==> config.mk <==
export PLATFORM = sky130hd
export DESIGN_NAME = instr_encoder
export DESIGN_NICKNAME = d
export VERILOG_FILES = /design/src/rtl/instr_encoder.sv
export SDC_FILE = /design/constraint.sdc
export NUM_CORES = 1
export LEC_CHECK = 0
export ABC_AREA = 1
export BUFFER_PORTS_ARGS = -buffer_cell sky130_fd_sc_hd__clkbuf_2
export CAP_MARGIN = 20
export CORE_MARGIN = 2
export CORE_UTILIZATION = 25
export CTS_CLUSTER_DIAMETER = 80
export DETAILED_ROUTE_END_ITERATION = 10
export SKIP_LAST_GASP = 1
export SLEW_MARGIN = 20
export SYNTH_ARGS = -nofsm -noshare
export SYNTH_HDL_FRONTEND = slang
export SYNTH_SLANG_ARGS = --single-unit
==> constraint.sdc <==
create_clock -name clk -period 5.5 [get_ports clk]
set_input_delay 0.275 -clock clk [delete_from_list [all_inputs] [get_ports clk]]
set_output_delay 0.275 -clock clk [all_outputs]
set_load 0.05 [all_outputs]
==> src/rtl/instr_encoder.sv <==
// RV32I instruction encoder: one-hot type select plus operand fields in, 32-bit word out,
// through a two-stage valid/ready pipeline with a saturating accepted-request counter.
module instr_encoder #(
   parameter int unsigned CNT_W = 16
) (
   input  logic             clk,
   input  logic             rst,
   input  logic             in_valid,
   output logic             in_ready,
   input  logic [8:0]       in_type,
   input  logic [4:0]       in_rd,
   input  logic [4:0]       in_rs1,
   input  logic [4:0]       in_rs2,
   input  logic [2:0]       in_funct3,
   input  logic [6:0]       in_funct7,
   input  logic [31:0]      in_imm,
   output logic             out_valid,
   input  logic             out_ready,
   output logic [31:0]      out_instr,
   output logic             out_err,
   output logic [CNT_W-1:0] instr_count
);

   localparam logic [6:0] OpR     = 7'h33;
   localparam logic [6:0] OpLw    = 7'h03;
   localparam logic [6:0] OpAddi  = 7'h13;
   localparam logic [6:0] OpJalr  = 7'h67;
   localparam logic [6:0] OpS     = 7'h23;
   localparam logic [6:0] OpSb    = 7'h63;
   localparam logic [6:0] OpAuipc = 7'h17;
   localparam logic [6:0] OpLui   = 7'h37;
   localparam logic [6:0] OpUj    = 7'h6F;
   localparam logic [31:0] Nop    = 32'h0000_0013;

   logic             s1_valid_q;
   logic [8:0]       s1_type_q;
   logic [4:0]       s1_rd_q;
   logic [4:0]       s1_rs1_q;
   logic [4:0]       s1_rs2_q;
   logic [2:0]       s1_funct3_q;
   logic [6:0]       s1_funct7_q;
   logic [31:0]      s1_imm_q;
   logic             s2_valid_q;
   logic [31:0]      out_instr_q;
   logic             out_err_q;
   logic [CNT_W-1:0] cnt_q;
   logic [CNT_W-1:0] cnt_d;

   logic        s1_move;
   logic        accept;
   logic [31:0] enc_instr;
   logic        enc_err;

   assign s1_move     = !s2_valid_q || out_ready;
   assign in_ready    = !s1_valid_q || s1_move;
   assign accept      = in_valid && in_ready;
   assign out_valid   = s2_valid_q;
   assign out_instr   = out_instr_q;
   assign out_err     = out_err_q;
   assign instr_count = cnt_q;

   always_comb begin
      cnt_d = cnt_q;
      if (accept && (cnt_q != {CNT_W{1'b1}})) begin
         cnt_d = cnt_q + CNT_W'(1);
      end
   end

   // Anything that is not exactly one-hot falls to the default and becomes a flagged NOP.
   always_comb begin
      enc_instr = Nop;
      enc_err   = 1'b0;
      case (s1_type_q)
         9'b0_0000_0001: enc_instr = {s1_funct7_q, s1_rs2_q, s1_rs1_q, s1_funct3_q, s1_rd_q, OpR};
         9'b0_0000_0010: enc_instr = {s1_imm_q[11:0], s1_rs1_q, s1_funct3_q, s1_rd_q, OpLw};
         9'b0_0000_0100: enc_instr = {s1_imm_q[11:0], s1_rs1_q, s1_funct3_q, s1_rd_q, OpAddi};
         9'b0_0000_1000: enc_instr = {s1_imm_q[11:0], s1_rs1_q, s1_funct3_q, s1_rd_q, OpJalr};
         9'b0_0001_0000: enc_instr = {s1_imm_q[11:5], s1_rs2_q, s1_rs1_q, s1_funct3_q,
                                      s1_imm_q[4:0], OpS};
         9'b0_0010_0000: begin
            enc_instr = {s1_imm_q[12], s1_imm_q[10:5], s1_rs2_q, s1_rs1_q, s1_funct3_q,
                         s1_imm_q[4:1], s1_imm_q[11], OpSb};
            enc_err   = s1_imm_q[0];
         end
         9'b0_0100_0000: enc_instr = {s1_imm_q[31:12], s1_rd_q, OpAuipc};
         9'b0_1000_0000: enc_instr = {s1_imm_q[31:12], s1_rd_q, OpLui};
         9'b1_0000_0000: begin
            enc_instr = {s1_imm_q[20], s1_imm_q[10:1], s1_imm_q[11], s1_imm_q[19:12],
                         s1_rd_q, OpUj};
            enc_err   = s1_imm_q[0];
         end
         default: enc_err = 1'b1;
      endcase
   end

   always_ff @(posedge clk) begin
      if (rst) begin
         s1_valid_q  <= 1'b0;
         s2_valid_q  <= 1'b0;
         out_instr_q <= 32'h0;
         out_err_q   <= 1'b0;
         cnt_q       <= '0;
      end else begin
         if (in_ready) begin
            s1_valid_q <= in_valid;
         end
         if (s1_move) begin
            s2_valid_q <= s1_valid_q;
            if (s1_valid_q) begin
               out_instr_q <= enc_instr;
               out_err_q   <= enc_err;
            end
         end
         cnt_q <= cnt_d;
      end
   end

   // Payload needs no reset; it is qualified by s1_valid_q.
   always_ff @(posedge clk) begin
      if (accept) begin
         s1_type_q   <= in_type;
         s1_rd_q     <= in_rd;
         s1_rs1_q    <= in_rs1;
         s1_rs2_q    <= in_rs2;
         s1_funct3_q <= in_funct3;
         s1_funct7_q <= in_funct7;
         s1_imm_q    <= in_imm;
      end
   end

endmodule
==> results of run 1 <==
[cell usage in the layout (no fill, tap or decap), types with 15 or more instances in the layout]
cell type and count:
nand2_1 192, nor2_1 58, clkbuf_2 120, a21oi_1 42, edfxtp_1 66, o21ai_0 15
nand3_1 87, inv_1 30, dfxtp_1 50, clkbuf_16 18
[cells in the mapped netlist, types with 3 or more instances]
cell / count / share of area, %
a21boi_1: 5 / 0.71
a21oi_1: 42 / 4.0
clkbuf_1: 13 / 0.92
dfxtp_1: 50 / 19
edfxtp_1: 66 / 37
inv_1: 31 / 2.2
inv_2: 4 / 0.28
nand2_1: 192 / 14
nand2_4: 4 / 0.85
nand3_1: 87 / 8.2
nand3_2: 4 / 0.76
nand4_1: 3 / 0.36
nor2_1: 58 / 4.1
nor2_2: 9 / 1.1
nor2_4: 6 / 1.3
nor3_1: 7 / 0.66
o21ai_0: 15 / 1.4
[worst max-delay path, delay by kind of cell, from the launching register on]
family,cells,cell delay (ns)
simple gates,4,0.87
buf+inv,3,0.97
compound gates,2,0.23
flops,1,0.32
[power groups by stage]
stage / sequential, mW / combinational (mW) / clock, mW
3_3_place_gp: 1.00 / 0.118 / 0
2_1_floorplan: 1.01 / 0.0548 / 0
4_1_cts: 0.983 / 0.119 / 1.19
5_1_grt: 0.986 / 0.132 / 1.23
3_5_place_dp: 1.00 / 0.119 / 0
6_report: 0.982 / 0.118 / 1.16
[per-layer routing]
layer / routed length [µm] / GRT usage [%] / up-vias
li1: - / - / 2324
met1: 6820 / 18.7 / 2097
met2: 7000 / 21.5 / 114
met3: 900 / 4.12 / 9
met4: 120 / 4.81 / 0
met5: 0 / 0 / -
[cells by family after synthesis]
group	Yosys count	synth area share (%)
flip-flops	116	56.4
adder cells (fa/ha/maj)	1	0.237
AO/OA/AOI/OAI	67	6.72
AND/OR/NAND/NOR	375	31.6
buffers and inverters	56	4.47
XOR/XNOR	3	0.497
[path summary, 6_finish.rpt]
check                                          startpoint                           end  cells past startpoint  slack (ns)
worst max-delay path               out_valid$_SDFFE_PP0P_  instr_count[10]$_SDFFE_PP0P_                      9        2.88
worst min-delay path                           in_type[4]        s1_type_q[4]$_DFFE_PP_                      1        0.02
worst max register to register     out_valid$_SDFFE_PP0P_  instr_count[10]$_SDFFE_PP0P_                      9        2.88
worst min register to register  out_instr[9]$_SDFFE_PP0P_     out_instr[9]$_SDFFE_PP0P_                      2        0.46
[cell type report]
cell class / count / area [µm²]
well taps: 275 / 344
flip-flops and latches: 116 / 2980
multi-input cells: 446 / 2070
clock buffers: 18 / 429
repair buffers: 123 / 641
clock inverters: 14 / 188
fillers: 2210 / 14100
inverters: 37 / 140
[sequential cells by signal, summed over array words and instances, names as in the netlist]
register     flops
instr_count     16
out_err          1
out_instr       31
out_valid        1
s1_funct3_q      3
s1_funct7_q      7
s1_imm_q        32
s1_rd_q          5
s1_rs1_q         5
s1_rs2_q         5
s1_type_q        9
s1_valid_q       1
[metrics by stage]
step	instances	setup WS [ns]	hold slack (ns)	area (µm²)
6_report	1029	2.88	0.0230	6790
5_1_grt	1029	2.53	0.00346	6790
4_1_cts	1028	2.88	0.00528	6770
3_5_place_dp	996	2.86	0.454	6150
3_3_place_gp	996	2.95	0.453	6150
2_1_floorplan	618	2.05	0.374	5290
==> results by group, run 1 <==
CTS
  • Clk_lat worst skew: roughly 0.42 ns
  • Reg clk slew, reported paths: around 0.06 ns
  • CTS Hold Bufs: 0
  • Setup Buffers After CTS: 0
  • Total CTS buffers: 17
  • Gates resized, CTS repair: 0
  • H-tree levels: 4
  • Root Driver: clkbuf_16
  • Clock Tree Buf Depth: 2
  • Sink Count: 116
  • TritonCTS clock tree: built

Global route
  • Largest net degree at the start of global routing: 68
  • GRT Util Overall: roughly 14%
  • Global-route wire length before repair: 23.7 mm
  • GRT overflow: 0
  • Number of global-route vias before repair: 4373
  • Initial antenna violation count: 0

Synthesis
  • Register area share after synthesis: 56.4%
  • Cell Area, Synth: 5290 µm²
  • Syn nets: 689
  • Post-synth EDFFs: 66
  • Top_reg_cell synth: edfxtp_1
  • Avg Inst Size Synth: 8.55 µm²
  • Cells after synthesis: slightly above 600
  • Ys Warns: 0
  • Cell variety after synth: 33
  • Yosys reg bits: ~120
  • FFs w/ async S/R, synth: 0%

Timing
  • Final Slew Violations: 0
  • Worst Max-Slew Pin Slew: 0.916 ns
  • RSZ-0062 raised after global routing: no
  • Achievable Freq: ~380 MHz
  • Minimum clock period: approximately 2.6 ns
  • # setup viols final: 0
  • Slew headroom: 38.9%
  • Clk_skew: 0.00781 ns
  • Part of the cycle the worst path needs: roughly 48%
  • Fin Setup TNS: 0 ns
  • Final Hold Viols: 0

Floorplan
  • Die ar.: 22300 µm²
  • I/O pins: 121
  • Die Height: 149 µm
  • Starting Density: 25.3%
  • FP Rows: 53
  • Die width: ~150 µm
  • Core area: 20900 µm²

Layout
  • Final nets: 812
  • Inserted Diodes: 0
  • Util after Layout: between 30% and 40%
  • Fraction of final layout cells sized beyond drive strength 1: 24.7%
  • Area delta synth->final: 28.5%

Worst setup path
  • CP max FO: 67
  • Worst path arrival time: 2.92 ns
  • Data required, critical path: 5.80 ns
  • CP most frequent cell: nand2_1
  • Slowest-stage cell, CP: buf_4
  • CP Class: register to register
  • CP endpoint kind: register
  • Worst-path cell chain: nand3_1, nand2_1, inv_2, buf_4, nand2_1, inv_2, nand2_1, o21ai_0, a21oi_1
  • Crit path launch type: register
  • CP peak stage delay: 0.64 ns

Route
  • DR vias: 4544
  • Antenna-violating nets left: 0
  • Total detailed-routing wirelength: roughly 15 mm
  • DR WL/cell: 14.4 µm
  • 1st-iter DRT viols: 309
  • First-pass DRT Iterations: 5
  • Vias per cell: 4.42
  • Number of remaining DRC errors: 0

Power
  • Reg power frac: 43.4%
  • Sw power: 0.519 mW
  • Total Power: 2.26 mW
  • Switching part of the total power: 22.9%
  • Combinational power share: under 10%
  • Pwr dens: approximately 330 nW/µm²
  • Clk network pwr share: 51.4%
  • VDD IR-drop max: 246 µV
  • P_leak: 2.90 nW
  • Cell internal pwr: 1.75 mW

Job
  • Maxcap violations: 0

Placed design
  • Port Buffers: 120
  • Hpwl dp: 10.4 mm
  • GPL Wtd Cong: 0.823

Run status
  • Status: finished, final reports clean

Hold path
  • Tightest Hold Check Type: primary input to register
(Power assumes the default switching activity.)
==> inputs of run 2 (changes only) <==
- ABC_AREA: 1 -> 0
- clock period: 5.5 -> 2.25 ns (I/O delays scaled with it)
==> run 2 against run 1 <==
Effect of this change: cell area up 3.2%; die area down 9.0%; count of clock-buffer cells in the layout up 8; sequential share of layout area down 1.3 points; clock skew about the same; final cell count down 17%; routed wire length down 8.8%; highest routed layer unchanged.
==> results by group, run 2 <==
Timing
  • RSZ-0062 raised after global routing: no
  • Slew headroom: 67.0% (+28 points)
  • Final Slew Violations: 0 (unchanged)
  • Final Hold Viols: 0 (unchanged)
  • Final Worst Setup Slack: 0.132 ns (-2.75 ns)
  • Part of the cycle the worst path needs: 94.1% (+47 points)
  • Achievable Freq: 472 MHz (+24%)
  • # setup viols final: 0 (unchanged)
  • Worst Max-Slew Pin Slew: 0.490 ns (-0.426 ns)
  • Minimum clock period: 2.12 ns (-0.499 ns)
  • Clk_skew: 0.00761 ns (-0.000201 ns)

Global route
  • Most used routing layer: met2
  • Largest net degree at the start of global routing: 67 (-1.5%)
  • M2 GR Usage: 22.5% (+1.0 points)
  • GRT Util Overall: 13.9% (-0.097 points)
  • GRT overflow: 0 (unchanged)
  • Met1 Resource Use GR: 17.3% (-1.4 points)
  • M3 GR Usage: 3.26% (-0.85 points)
  • Number of global-route vias before repair: 4028 (-7.9%)
  • Global-route wire length before repair: 21.5 mm (-9.3%)
  • Initial antenna violation count: 0 (unchanged)

Layout
  • Largest register FFs: 32 (unchanged)
  • Final nets: 677 (-17%)
  • Fraction of final layout cells sized beyond drive strength 1: 31.2% (+6.5 points)
  • Most frequent cells in the layout: 120 x clkbuf_2, 68 x dlygate4sd3_1, 66 x edfxtp_1
  • Commonest non-fill, non-tap cell in the layout: clkbuf_2
  • Design area: 7010 µm² (+3.2%)
  • Register area: 2990 µm² (+0.13%)
  • Area delta synth->final: 46.1%
  • Inserted Diodes: 0 (unchanged)
  • Biggest register: s1_imm_q
  • Filler cells: 1825 (-17%)
  • Multi-input gate area: 1690 µm² (-18%)

Synthesis
  • Top_reg_cell synth: edfxtp_1
  • Yosys reg bits: 116 (unchanged)
  • Top cell type's share of synthesized area: 41.3% (+3.8 points)
  • Top area cells in the synthesized netlist: edfxtp_1 41%, dfxtp_1 21%, xnor2_1 3.3%, nand2_1 3.1%, a21oi_1 2.5%
  • Cell variety after synth: 59 (+79%)
  • Ys Warns: 0 (unchanged)
  • FFs w/ async S/R, synth: 0% (unchanged)
  • Register area share after synthesis: 62.2% (+5.8 points)
  • Most instantiated cells after synthesis: 66 x edfxtp_1, 50 x dfxtp_1, 39 x nand2_1
  • Cell taking the most area after synthesis: edfxtp_1
  • Post-synth EDFFs: 66 (unchanged)
  • Avg Inst Size Synth: 12.1 µm² (+42%)
  • Cells after synthesis: 395 (-36%)
  • Syn nets: 466 (-32%)
  • Cell Area, Synth: 4800 µm² (-9.3%)
  • Count leader, synth: edfxtp_1

Worst setup path
  • CP peak stage delay: 0.59 ns (-0.05 ns)
  • Top delay family on crit path: simple AND/OR/NAND/NOR gates
  • Worst-path cell chain: buf_4, or4_1, nor3_2, a22o_1, a221oi_1, o21ai_1
  • Slowest-stage cell, CP: or4_1
  • Worst path arrival time: 2.46 ns (-0.46 ns)
  • CP endpoint kind: register
  • Crit path buf inv count: 1 (-2)
  • Data required, critical path: 2.59 ns (-3.21 ns)
  • CP max FO: 6 (-91%)
  • Crit path launch type: register
  • CP Class: register to register
  • R2r setup slk: 0.13 ns (-2.75 ns)

Power
  • Total Power: 5.30 mW (+130%)
  • Pwr dens: 756 nW/µm² (+130%)
  • P_leak: 2.65 nW (-8.8%)
  • VDD IR-drop max: 428 µV (+74%)

Route
  • DR vias: 4023 (-11%)
  • DR WL/cell: 15.9 µm (+10%)
  • Number of remaining DRC errors: 0 (unchanged)
  • Vias per cell: 4.72 (+6.8%)
  • First-pass DRT Iterations: 4 (-1)
  • Total detailed-routing wirelength: 13.5 mm (-8.8%)
  • Antenna-violating nets left: 0 (unchanged)
  • 1st-iter DRT viols: 247 (-20%)

CTS
  • Clk_lat worst skew: 0.41 ns (about the same)
  • Root Driver: clkbuf_16
  • H-tree levels: 4 (unchanged)
  • Total CTS buffers: 17 (unchanged)
  • Sink Count: 116 (unchanged)
  • Reg clk slew, reported paths: 0.05 ns (about the same)
  • TritonCTS clock tree: built
  • Clock Tree Buf Depth: 2 (unchanged)

Floorplan
  • Die ar.: 20300 µm² (-9.0%)
  • Starting Density: 25.6% (+0.25 points)
  • I/O pins: 121 (unchanged)
  • Die Height: 143 µm (-4.6%)
  • Die width: 143 µm (-4.6%)
  • FP Rows: 50 (-5.7%)
  • Core area: 18800 µm² (-10%)

Placed design
  • Hpwl dp: 9.62 mm (-7.3%)
  • Dpl ws: 0.162 ns (-2.69 ns)
  • GPL Wtd Cong: 0.832 (+1.1%)
  • Area after DPL: 5770 µm² (-6.1%)
  • Port Buffers: 120 (unchanged)

Job
  • Maxcap violations: 0 (unchanged)

Hold path
  • Tightest Hold Check Type: primary input to register

Run status
  • Status: finished, final reports clean
run 2: cell types whose count changed in the layout (fill, tap and decap cells not counted), sizes merged, moves of 9 or more:
cell	change
nand2	-159
o21ai	+14
nor2	-42
dlygate4sd3	+68
a221oi	+9
nand3	-87
xnor2	+16
buf	+23
a22oi	+11
inv	-30
a21oi	-17
run 2: layout make-up:
class,instances,area share [%]
Clock buffer,26,6.84
Clock inverter,6,0.768
Inverter,6,0.375
Multi-Input combinational cell,252,24.1
Sequential cell,116,42.6
Tap cell,234,4.18
Timing Repair Buffer,213,21.1
run 2: routing by layer:
metal	vias up	wire length [µm]
li1	1927	-
met3	25	605
met1	1929	5940
met2	142	6630
met4	0	367
met5	-	0
run 2: kinds of logic after synthesis:
kind of cell	share of synthesized area, %
simple gates	14.5
flops	62.2
compound gates	15.8
buf+inv	2.77
xor+xnor	4.57
fa+ha+maj	0.261
run 2: worst paths after layout:
check                                           startpoint                          to  depth (start not counted)
worst max-delay path                s1_type_q[4]$_DFFE_PP_  out_instr[20]$_SDFFE_PP0P_                          6
worst min-delay path                             out_ready      out_valid$_SDFFE_PP0P_                          3
worst max register to register      s1_type_q[4]$_DFFE_PP_  out_instr[20]$_SDFFE_PP0P_                          6
worst min register to register  out_instr[16]$_SDFFE_PP0P_  out_instr[16]$_SDFFE_PP0P_                          2
run 2: worst reg2reg max path, delay by kind of cell (launching register included):
kind / cells / cell delay (ns)
and+or+nand+nor: 2 / 0.96
DFF: 1 / 0.51
buffers and inverters: 1 / 0.21
AOI/OAI and AO/OA: 3 / 0.38
run 2: report_power, final:
group | switching (mW) | internal [mW] | total [mW]
combinational | 0.259 | 0.206 | 0.465
sequential | 0.0494 | 2.35 | 2.39
clock | 0.875 | 1.56 | 2.44
run 2: repair_timing:
action                                 in CTS  in global routing
setup endpoints to repair                   0                  5
gates resized for setup                     0                  1
hold buffers                               68                  0
buffers inserted                            0                  2
endpoints found under the hold margin      68                  0
run 2: through the flow:
step           util [%]  hold slack (ns)  setup TNS, ns  std cells
2_1_floorplan         -            0.211         -26.35        395
3_3_place_gp       30.8            0.289              0        751
3_5_place_dp       30.8            0.291              0        751
4_1_cts            37.2           0.0254              0        851
5_1_grt            37.3           0.0742              0        853
6_report           37.3           0.0367              0        853
